<file path="src/rtl/fft_job_arb.sv">
// fft_job_arb: round-robin arbiter that hands a shared FFT core to one of two
// requesters and sequences the job through input, compute, output and settle.
//
// state    | meaning
// ---------+--------------------------------------------------------------
// ST_IDLE  | no job; arbitrate as soon as any REQ bit is set
// ST_LOAD  | START cycle, then N_BEATS input beats with IN_RDY high
// ST_CALC  | core computing; watchdog running, waiting for DONE
// ST_DRAIN | core streaming output beats while DONE stays high
// ST_REL   | 3-cycle core settle with GNT still held
module fft_job_arb #(
    parameter int N_BEATS = 1024,
    parameter int WDOG    = 4095
) (
    input  logic       CLK,
    input  logic       RSTn,
    input  logic [1:0] REQ,
    input  logic       CLR_ERR,
    input  logic       DONE,
    output logic       START,
    output logic [1:0] GNT,
    output logic       OWNER,
    output logic       IN_RDY,
    output logic       OUT_VLD,
    output logic       BUSY,
    output logic       ERR
);
    localparam int WD_W = (WDOG < 1) ? 1 : $clog2(WDOG + 1);
    localparam int DR_W = $clog2(N_BEATS + 1);

    localparam logic [9:0]      BEAT_LAST = 10'(N_BEATS - 1);
    localparam logic [WD_W-1:0] WD_INIT   = WD_W'(WDOG);
    localparam logic [DR_W-1:0] DR_FULL   = DR_W'(N_BEATS);
    localparam logic [1:0]      REL_LAST  = 2'd2;

    typedef enum logic [2:0] {
        ST_IDLE  = 3'd0,
        ST_LOAD  = 3'd1,
        ST_CALC  = 3'd2,
        ST_DRAIN = 3'd3,
        ST_REL   = 3'd4
    } state_t;

    state_t          state_q;
    state_t          state_d;
    logic [9:0]      beat_cnt;
    logic [WD_W-1:0] wd_cnt;
    logic [DR_W-1:0] drain_cnt;
    logic            drain_over;
    logic [1:0]      rel_cnt;
    logic            last_srv;
    logic            win;
    logic            err_set;
    logic            enter;

    // Winner: under contention alternate away from the last served; a lone request always wins.
    always_comb begin
        win = (REQ == 2'b11) ? ~last_srv : REQ[1];
    end

    // Next-state decode and error-set detection.
    always_comb begin
        state_d = state_q;
        err_set = 1'b0;
        case (state_q)
            ST_IDLE: begin
                err_set = DONE;
                if (REQ != 2'b00) state_d = ST_LOAD;
            end
            ST_LOAD: begin
                err_set = DONE;
                // The START cycle is not an input beat, so the count only runs after it.
                if (!START && beat_cnt == 10'd0) state_d = ST_CALC;
            end
            ST_CALC: begin
                if (DONE) begin
                    state_d = ST_DRAIN;
                end else if (wd_cnt == '0) begin
                    state_d = ST_REL;
                    err_set = 1'b1;
                end
            end
            ST_DRAIN: begin
                if (!DONE) begin
                    state_d = ST_REL;
                    err_set = drain_over || (drain_cnt != DR_FULL);
                end
            end
            ST_REL: begin
                err_set = DONE;
                if (rel_cnt == 2'd0) state_d = ST_IDLE;
            end
            default: state_d = ST_IDLE;
        endcase
    end

    assign enter = (state_d != state_q);

    // State register.
    always_ff @(posedge CLK or negedge RSTn) begin
        if (!RSTn) state_q <= ST_IDLE;
        else       state_q <= state_d;
    end

    // Grant, owner and start pulse; grant drops only on the way back to IDLE.
    always_ff @(posedge CLK or negedge RSTn) begin
        if (!RSTn) begin
            START <= 1'b0;
            GNT   <= 2'b00;
            OWNER <= 1'b0;
        end else begin
            START <= (state_q == ST_IDLE) && (state_d == ST_LOAD);
            if (state_d == ST_IDLE) begin
                GNT <= 2'b00;
            end else if (state_q == ST_IDLE && state_d == ST_LOAD) begin
                GNT   <= win ? 2'b10 : 2'b01;
                OWNER <= win;
            end
        end
    end

    // Input beat down-counter, loaded on LOAD entry.
    always_ff @(posedge CLK or negedge RSTn) begin
        if (!RSTn) begin
            beat_cnt <= 10'd0;
        end else if (enter && state_d == ST_LOAD) begin
            beat_cnt <= BEAT_LAST;
        end else if (state_q == ST_LOAD && !START && beat_cnt != 10'd0) begin
            beat_cnt <= beat_cnt - 10'd1;
        end
    end

    // Watchdog down-counter, loaded on CALC entry; zero with DONE still low is a timeout.
    always_ff @(posedge CLK or negedge RSTn) begin
        if (!RSTn) begin
            wd_cnt <= '0;
        end else if (enter && state_d == ST_CALC) begin
            wd_cnt <= WD_INIT;
        end else if (state_q == ST_CALC && wd_cnt != '0) begin
            wd_cnt <= wd_cnt - WD_W'(1);
        end
    end

    // Output beat counter; the first beat arrives in CALC, and overrun is flagged rather than counted.
    always_ff @(posedge CLK or negedge RSTn) begin
        if (!RSTn) begin
            drain_cnt  <= '0;
            drain_over <= 1'b0;
        end else if (enter && state_d == ST_DRAIN) begin
            drain_cnt  <= DR_W'(1);
            drain_over <= 1'b0;
        end else if (state_q == ST_DRAIN && DONE) begin
            if (drain_cnt == DR_FULL) drain_over <= 1'b1;
            else                      drain_cnt  <= drain_cnt + DR_W'(1);
        end
    end

    // Settle down-counter and round-robin pointer, both updated on REL entry.
    always_ff @(posedge CLK or negedge RSTn) begin
        if (!RSTn) begin
            rel_cnt  <= 2'd0;
            last_srv <= 1'b1;
        end else if (enter && state_d == ST_REL) begin
            rel_cnt  <= REL_LAST;
            last_srv <= OWNER;
        end else if (state_q == ST_REL && rel_cnt != 2'd0) begin
            rel_cnt <= rel_cnt - 2'd1;
        end
    end

    // Sticky error; a same-cycle set overrides the clear.
    always_ff @(posedge CLK or negedge RSTn) begin
        if (!RSTn)        ERR <= 1'b0;
        else if (err_set) ERR <= 1'b1;
        else if (CLR_ERR) ERR <= 1'b0;
    end

    assign IN_RDY  = (state_q == ST_LOAD) && !START;
    assign OUT_VLD = DONE && ((state_q == ST_CALC) || (state_q == ST_DRAIN));
    assign BUSY    = (state_q != ST_IDLE);

endmodule

</file>
<file path="config.mk">
export PLATFORM = sky130hd
export DESIGN_NAME = fft_job_arb
export DESIGN_NICKNAME = d
export VERILOG_FILES = /design/src/rtl/fft_job_arb.sv
export SDC_FILE = /design/constraint.sdc
export NUM_CORES = 1
export LEC_CHECK = 0
export CAP_MARGIN = 20
export CORE_ASPECT_RATIO = 1.5
export CORE_MARGIN = 2
export CORE_UTILIZATION = 30
export CTS_BUF_LIST = sky130_fd_sc_hd__clkbuf_8
export DETAILED_ROUTE_END_ITERATION = 8
export HOLD_SLACK_MARGIN = 0.15
export SLEW_MARGIN = 20
export SYNTH_ARGS = -nofsm -noshare
export SYNTH_HDL_FRONTEND = slang
export SYNTH_SLANG_ARGS = --single-unit
export TNS_END_PERCENT = 30
</file>
<file path="constraint.sdc">
create_clock -name CLK -period 3.95 [get_ports CLK]
set_input_delay 0.79 -clock CLK [delete_from_list [all_inputs] [get_ports CLK]]
set_output_delay 0.79 -clock CLK [all_outputs]
set_load 0.03 [all_outputs]
</file>
==> flow_metrics.py, run 1 <==
metrics = {
    "setup_path": {
        "cp_data_required_time_ns": 3.16,
        "end_kind": "output pin",
        "rr_startpoint": "beat_cnt[2]$_DFFE_PN0P_",
        "worstPathArrival_ns": 2.38,
        "critPathLaunchType": "input pin",
        "crit_type": "in -> out",
        "cp-startpoint": "DONE",
        "cp_max_fo": 6,
    },
    "timing": {
        "fmax_ghz": 0.315,
        "hold_slack_ns": 0.371,
        "finalCriticalPeriod_ns": 3.17,
        "finalCritPeriodShare_pct": 80.3,
        "skew_ns": 0.0123,
        "slew_viol_final": 0,
        "setup-violations-final": 0,
        "hold_viol_final": 0,
        "worst_pin_slew_ns": 0.914,
        "relSlewSlack_pct": 38.1,
        "finalSetupTns_ns": 0,
        "rsz0062_at_grt": "false",
    },
    "clock_tree": {
        "cts_tree": "yes",
        "hold_buffers": 0,
        "clock_latency_ns": 0.32,
        "cts_buffers": 5,
        "cts_sinks": 45,
        "path_clk_slew_ns": 0.09,
        "htreeDepth": 2,
        "clockBufferDepth": 2,
        "cts_setup_buffers": 0,
        "clockRootBuffer": "clkbuf_8",
        "cts-resized-gates": 0,
    },
    "placement": {
        "gp_congestion": 0.861,
        "port_buffers": 13,
        "hpwl_um": 3560,
    },
    "yosys": {
        "ys_warn_count": 0,
        "synth_nets": 264,
        "yosysUniqueCellTypes": 55,
        "synthFlopType": "dfrtp_1",
        "netlist_area_um2": 2450,
        "syn-instance-count": 252,
        "ys_seq_elements": 45,
        "async_flop_share_pct": 100,
        "avgSynthCellArea_um2": 9.74,
        "synth_seq_area_share_pct": 45.9,
        "synth-edff-count": 0,
    },
    "route": {
        "viasPerCell": 5.14,
        "firstDrtPassIters": 4,
        "wl_per_cell_um": 13.4,
        "drt_iter0_drc": 55,
        "drc": 0,
        "vias": 1903,
        "routed_wirelength_um": 4950,
        "ant_nets": 0,
    },
    "die": {
        "start_util_pct": 30.8,
        "dieArea_um2": 8940,
        "top_level_ports": 14,
        "rows": 40,
        "coreArea_um2": 7960,
        "die_y_um": 115,
        "die_x_um": 77.9,
    },
    "final_layout": {
        "diodes": 0,
        "fillCellCount": 807,
        "regArea_um2": 1130,
        "drive_gt1_share_pct": 7.92,
        "finalNetCount": 276,
        "syn2layout_area_growth_pct": 13.7,
        "multiInputGateArea_um2": 1200,
    },
    "worst_hold_path": {
        "min_path_type": "in -> async",
    },
    "global_routing": {
        "grt-ovfl-total": 0,
        "grt_usage_pct": 12.2,
        "grt_first_pass_wirelength_um": 8660,
        "antenna_found_initial": 0,
        "grt_max_degree": 30,
        "first_global_vias": 1865,
    },
    "run": {
        "cap_viol_max_count": 0,
    },
    "power": {
        "leakagePower_nw": 1.24,
        "max-vdd-ir-drop_uv": 321,
        "powerDensity_nw_per_um2": 460,
    },
    "outcome": {
        "outcome": "completed",
    },
}
critical path, cell delays in order:
cell             delay (ns)
clkdlybuf4s50_1        0.58
nand3b_1               0.17
inv_1                  0.16
clkdlybuf4s50_1        0.69
worst paths after layout:
| path | to | slack, ns | cells past startpoint |
|---|---|---|---|
| min | rel_cnt[0]$_DFFE_PN0P_ | 0.37 | 1 |
| max reg2reg | beat_cnt[5]$_DFFE_PN0P_ | 1.47 | 4 |
| max | OUT_VLD | 0.78 | 4 |
| min reg2reg | wd_cnt[5]$_DFFE_PN0P_ | 0.47 | 1 |
| max in group asynchronous | wd_cnt[7]$_DFFE_PN0P_ | 2.87 | 2 |
| min in group CLK | wd_cnt[5]$_DFFE_PN0P_ | 0.47 | 1 |
routing by layer:
layer	global-route usage [%]	up-vias	share of wire (%)
li1	-	944	-
met1	13.6	933	42
met2	21.5	19	53
met3	2.51	7	2.7
met4	7.02	0	2.8
met5	0	-	0
report_power, final:
group	switching (W)	total (W)	internal (W)
clock network	0.000170	0.000360	0.000189
registers	0.0000585	0.000578	0.000519
logic	0.000200	0.000348	0.000148
registers in the layout (all words and copies together), names as in the netlist:
name	flops
wd_cnt	12
drain_cnt	11
beat_cnt	10
state_q	3
GNT	2
rel_cnt	2
ERR	1
OWNER	1
START	1
drain_over	1
last_srv	1
per-stage QoR:
stage	instances	total power (W)	setup slack [ns]	instance area, µm²	utilization [%]
global route	370	0.00136	0.690	2790	35.1
finish	370	0.00129	0.777	2790	35.1
global placement	362	0.000925	0.826	2680	33.6
CTS	370	0.00130	0.781	2790	35.1
detailed placement	362	0.000935	0.782	2680	33.6
floorplan	252	0.000813	1.59	2450	-
logic make-up (layout without fill, tap and decap cells):
group | Yosys count | in the layout | share of synthesized area, %
compound gates | 47 | 47 | 15.2
xor+xnor | 11 | 11 | 3.92
fa+ha+maj | 6 | 6 | 3.06
buf+inv | 31 | 44 | 5.10
flops | 45 | 45 | 45.9
mux | 3 | 3 | 1.27
simple gates | 109 | 109 | 25.5
layout make-up:
type                       count  area share, %
clock buffer                   5           2.47
clock inverter                 3           1.66
inverter                      22           2.96
multi-input combinational    176           43.1
sequential                    45           40.4
tap                          105           4.71
timing repair buffer          14           4.75
synth_stat cells, types with 2 or more instances:
cell type	number	area, µm²
mux2i_1	2	20.0
nor2_1	17	63.8
nand2b_1	2	12.5
nor3_1	9	45.0
ha_1	6	75.1
a21oi_1	5	25.0
o21ai_0	9	45.0
o31a_1	2	17.5
nand3_1	14	70.1
o41ai_2	2	32.5
o311a_1	2	20.0
nor4b_1	2	17.5
o311ai_1	2	17.5
nor4_1	4	25.0
o31ai_1	8	60.1
nand3b_1	3	22.5
dfrtp_1	44	1100
o211ai_1	2	15.0
nand4_1	4	25.0
nand2_1	19	71.3
or3b_1	2	17.5
a31oi_1	2	12.5
xnor2_1	7	61.3
or3_1	9	56.3
and3_1	3	18.8
inv_1	22	82.6
a21bo_2	2	20.0
xor2_1	4	35.0
clkbuf_1	7	26.3
or4_1	10	75.1
nor3b_1	2	15.0
cells in the final DEF (no fill, tap or decap), drive strengths merged, types with 3 or more instances in the layout:
master and n:
nand3b 3, nand2 19, xnor2 7, nor4b 3
xor2 4, clkdlybuf4s50 12, nor4 4, clkbuf 5
nand4 4, dfrtp 44, nor3 9, o41ai 3
and3 3, inv 22, ha 6, nand3 14
nor2 17, o21ai 10, or4 11, o31ai 8
a21oi 5, or3 9
Note: power is estimated with default switching activity, not from simulation.
==> inputs of run 2 (changes only) <==
==> constraint.sdc (replaced) <==
create_clock -name CLK -period 3 [get_ports CLK]
set_input_delay 0.6 -clock CLK [delete_from_list [all_inputs] [get_ports CLK]]
set_output_delay 0.6 -clock CLK [all_outputs]
set_load 0.03 [all_outputs]
==> run 2 against run 1 <==
  * Clock-buffer cell count stayed put
  * Register-to-register slack worse by 0.73 ns
  * Sequential power is 31% higher
  * Sequential cell count stayed put
  * Global-route usage is 0.37 points higher
  * Clock power is 57% higher
  * Utilization is 0.60 points higher
  * Critical path type is now reg -> out
  * Largest cell class unchanged
==> flow_metrics.py, run 2 (same netlist as run 1, synthesis figures left out) <==
metrics = {
    "outcome": {
        "outcome": "completed",
    },
    "route": {
        "drt_iter0_drc": 53,
        "routed_wirelength_um": 4970,
        "viasPerCell": 5.04,
        "ant_nets": 0,
        "wl_per_cell_um": 13.3,
        "firstDrtPassIters": 4,
        "vias": 1879,
        "drc": 0,
    },
    "timing": {
        "finalSetupTns_ns": 0,
        "slew_viol_final": 0,
        "setup-violations-final": 0,
        "worst_pin_slew_ns": 0.721,
        "hold_viol_final": 0,
        "finalCritPeriodShare_pct": 91.4,
        "rsz0062_at_grt": "false",
        "finalCriticalPeriod_ns": 2.74,
        "setup_slack_ns": 0.259,
        "fmax_ghz": 0.365,
        "skew_ns": 0.00889,
        "relSlewSlack_pct": 51.2,
    },
    "final_layout": {
        "layout_commonest_cell": "dfrtp_1",
        "final_cell_mix": "dfrtp_1, inv_1, nand2_1, nor2_1, nand3_1",
        "reg.largest.list": "wd_cnt: 12 flops, drain_cnt: 11 flops, beat_cnt: 10 flops",
        "utilization_pct": 35.7,
        "largest-register": "wd_cnt",
        "finalNetCount": 279,
        "fin_cells": 373,
        "diodes": 0,
        "largest_reg_flops": 12,
        "drive_gt1_share_pct": 8.96,
        "final_area_um2": 2840,
        "syn2layout_area_growth_pct": 15.6,
    },
    "setup_path": {
        "worstPathArrival_ns": 2.14,
        "crit_type": "reg -> out",
        "cp_cell_sequence": "nor4b_2 > clkdlybuf4s50_1",
        "cpLargestDelayFamily": "buffers and inverters",
        "cp_max_fo": 13,
        "max_stage_delay_ns": 0.76,
        "cp_num_buf_inv": 1,
        "end_kind": "output pin",
        "critPathLaunchType": "flip-flop",
        "cp_data_required_time_ns": 2.40,
        "cpMaxStageDelayCell": "clkdlybuf4s50_1",
    },
    "worst_hold_path": {
        "min_path_type": "in -> async",
    },
    "clock_tree": {
        "htreeDepth": 2,
        "clockBufferDepth": 2,
        "cts_buffers": 5,
        "path_clk_slew_ns": 0.10,
        "cts_sinks": 45,
        "clockRootBuffer": "clkbuf_8",
        "cts_setup_buffers": 0,
        "cts-resized-gates": 0,
        "cts_tree": "yes",
        "hold_buffers": 0,
        "clock_latency_ns": 0.31,
    },
    "placement": {
        "gp_congestion": 0.846,
        "placed_area_um2": 2700,
        "hpwl_um": 3460,
        "placed_cells": 365,
        "place_ws_ns": 0.329,
        "port_buffers": 13,
    },
    "die": {
        "coreArea_um2": 7960,
        "die_x_um": 77.9,
        "start_util_pct": 30.8,
        "die_y_um": 115,
        "dieArea_um2": 8940,
        "top_level_ports": 14,
        "rows": 40,
    },
    "power": {
        "leakagePower_nw": 1.27,
        "powerDensity_nw_per_um2": 637,
        "max-vdd-ir-drop_uv": 441,
    },
    "global_routing": {
        "grt-ovfl-total": 0,
        "antenna_found_initial": 0,
        "grt_first_pass_wirelength_um": 8950,
        "grt_usage_pct": 12.6,
        "grt_max_degree": 46,
        "first_global_vias": 1936,
    },
    "run": {
        "cap_viol_max_count": 0,
    },
}
run 2: cell count changes in the layout (fill, tap and decap cells not counted):
| cell | change |
|---|---|
| bufinv_16 | +1 |
| buf_4 | +4 |
| inv_6 | +1 |
| clkinv_4 | -1 |
| buf_2 | -1 |
| clkinvlp_4 | -1 |
run 2: where the power goes:
| group | switching, W | internal (W) |
|---|---|---|
| Clock | 0.000230 | 0.000335 |
| Combinational | 0.000269 | 0.000218 |
| Sequential | 0.0000733 | 0.000684 |
| Total | 0.000571 | 0.00124 |
run 2: cell type report:
class | instances | area, µm²
clock buffer | 5 | 68.8
inverter | 22 | 82.6
sequential | 45 | 1130
fill | 828 | 5120
timing repair buffer | 17 | 158
multi-input combinational | 176 | 1200
tap | 105 | 131
clock inverter | 3 | 68.8
run 2: metal layers:
| metal | global-route usage (%) | vias to the layer above | routed length, µm |
|---|---|---|---|
| li1 | - | 952 | - |
| met4 | 5.83 | 0 | 92 |
| met2 | 22.8 | 16 | 2580 |
| met5 | 0 | - | 0 |
| met1 | 14.1 | 904 | 2180 |
| met3 | 2.51 | 7 | 114 |
run 2: worst paths after layout:
path                                        from                       to  slack (ns)  depth (start not counted)
max                         state_q[0]$_DFF_PN0_                   IN_RDY        0.26                          2
min                                         RSTn   rel_cnt[1]$_DFFE_PN0P_        0.28                          1
max reg2reg                wd_cnt[7]$_DFFE_PN0P_       GNT[1]$_DFFE_PN0P_        0.74                          4
min reg2reg                wd_cnt[5]$_DFFE_PN0P_    wd_cnt[5]$_DFFE_PN0P_        0.47                          1
max in group asynchronous                   RSTn  beat_cnt[8]$_DFFE_PN0P_        2.32                          1
min in group CLK           wd_cnt[5]$_DFFE_PN0P_    wd_cnt[5]$_DFFE_PN0P_        0.47                          1
run 2: metrics by stage:
stage          hold slack (ns)  power, W
2_1_floorplan            0.304   0.00107
3_3_place_gp             0.440   0.00124
3_5_place_dp             0.463   0.00126
4_1_cts                  0.475   0.00184
5_1_grt                  0.327   0.00192
6_report                 0.275   0.00181
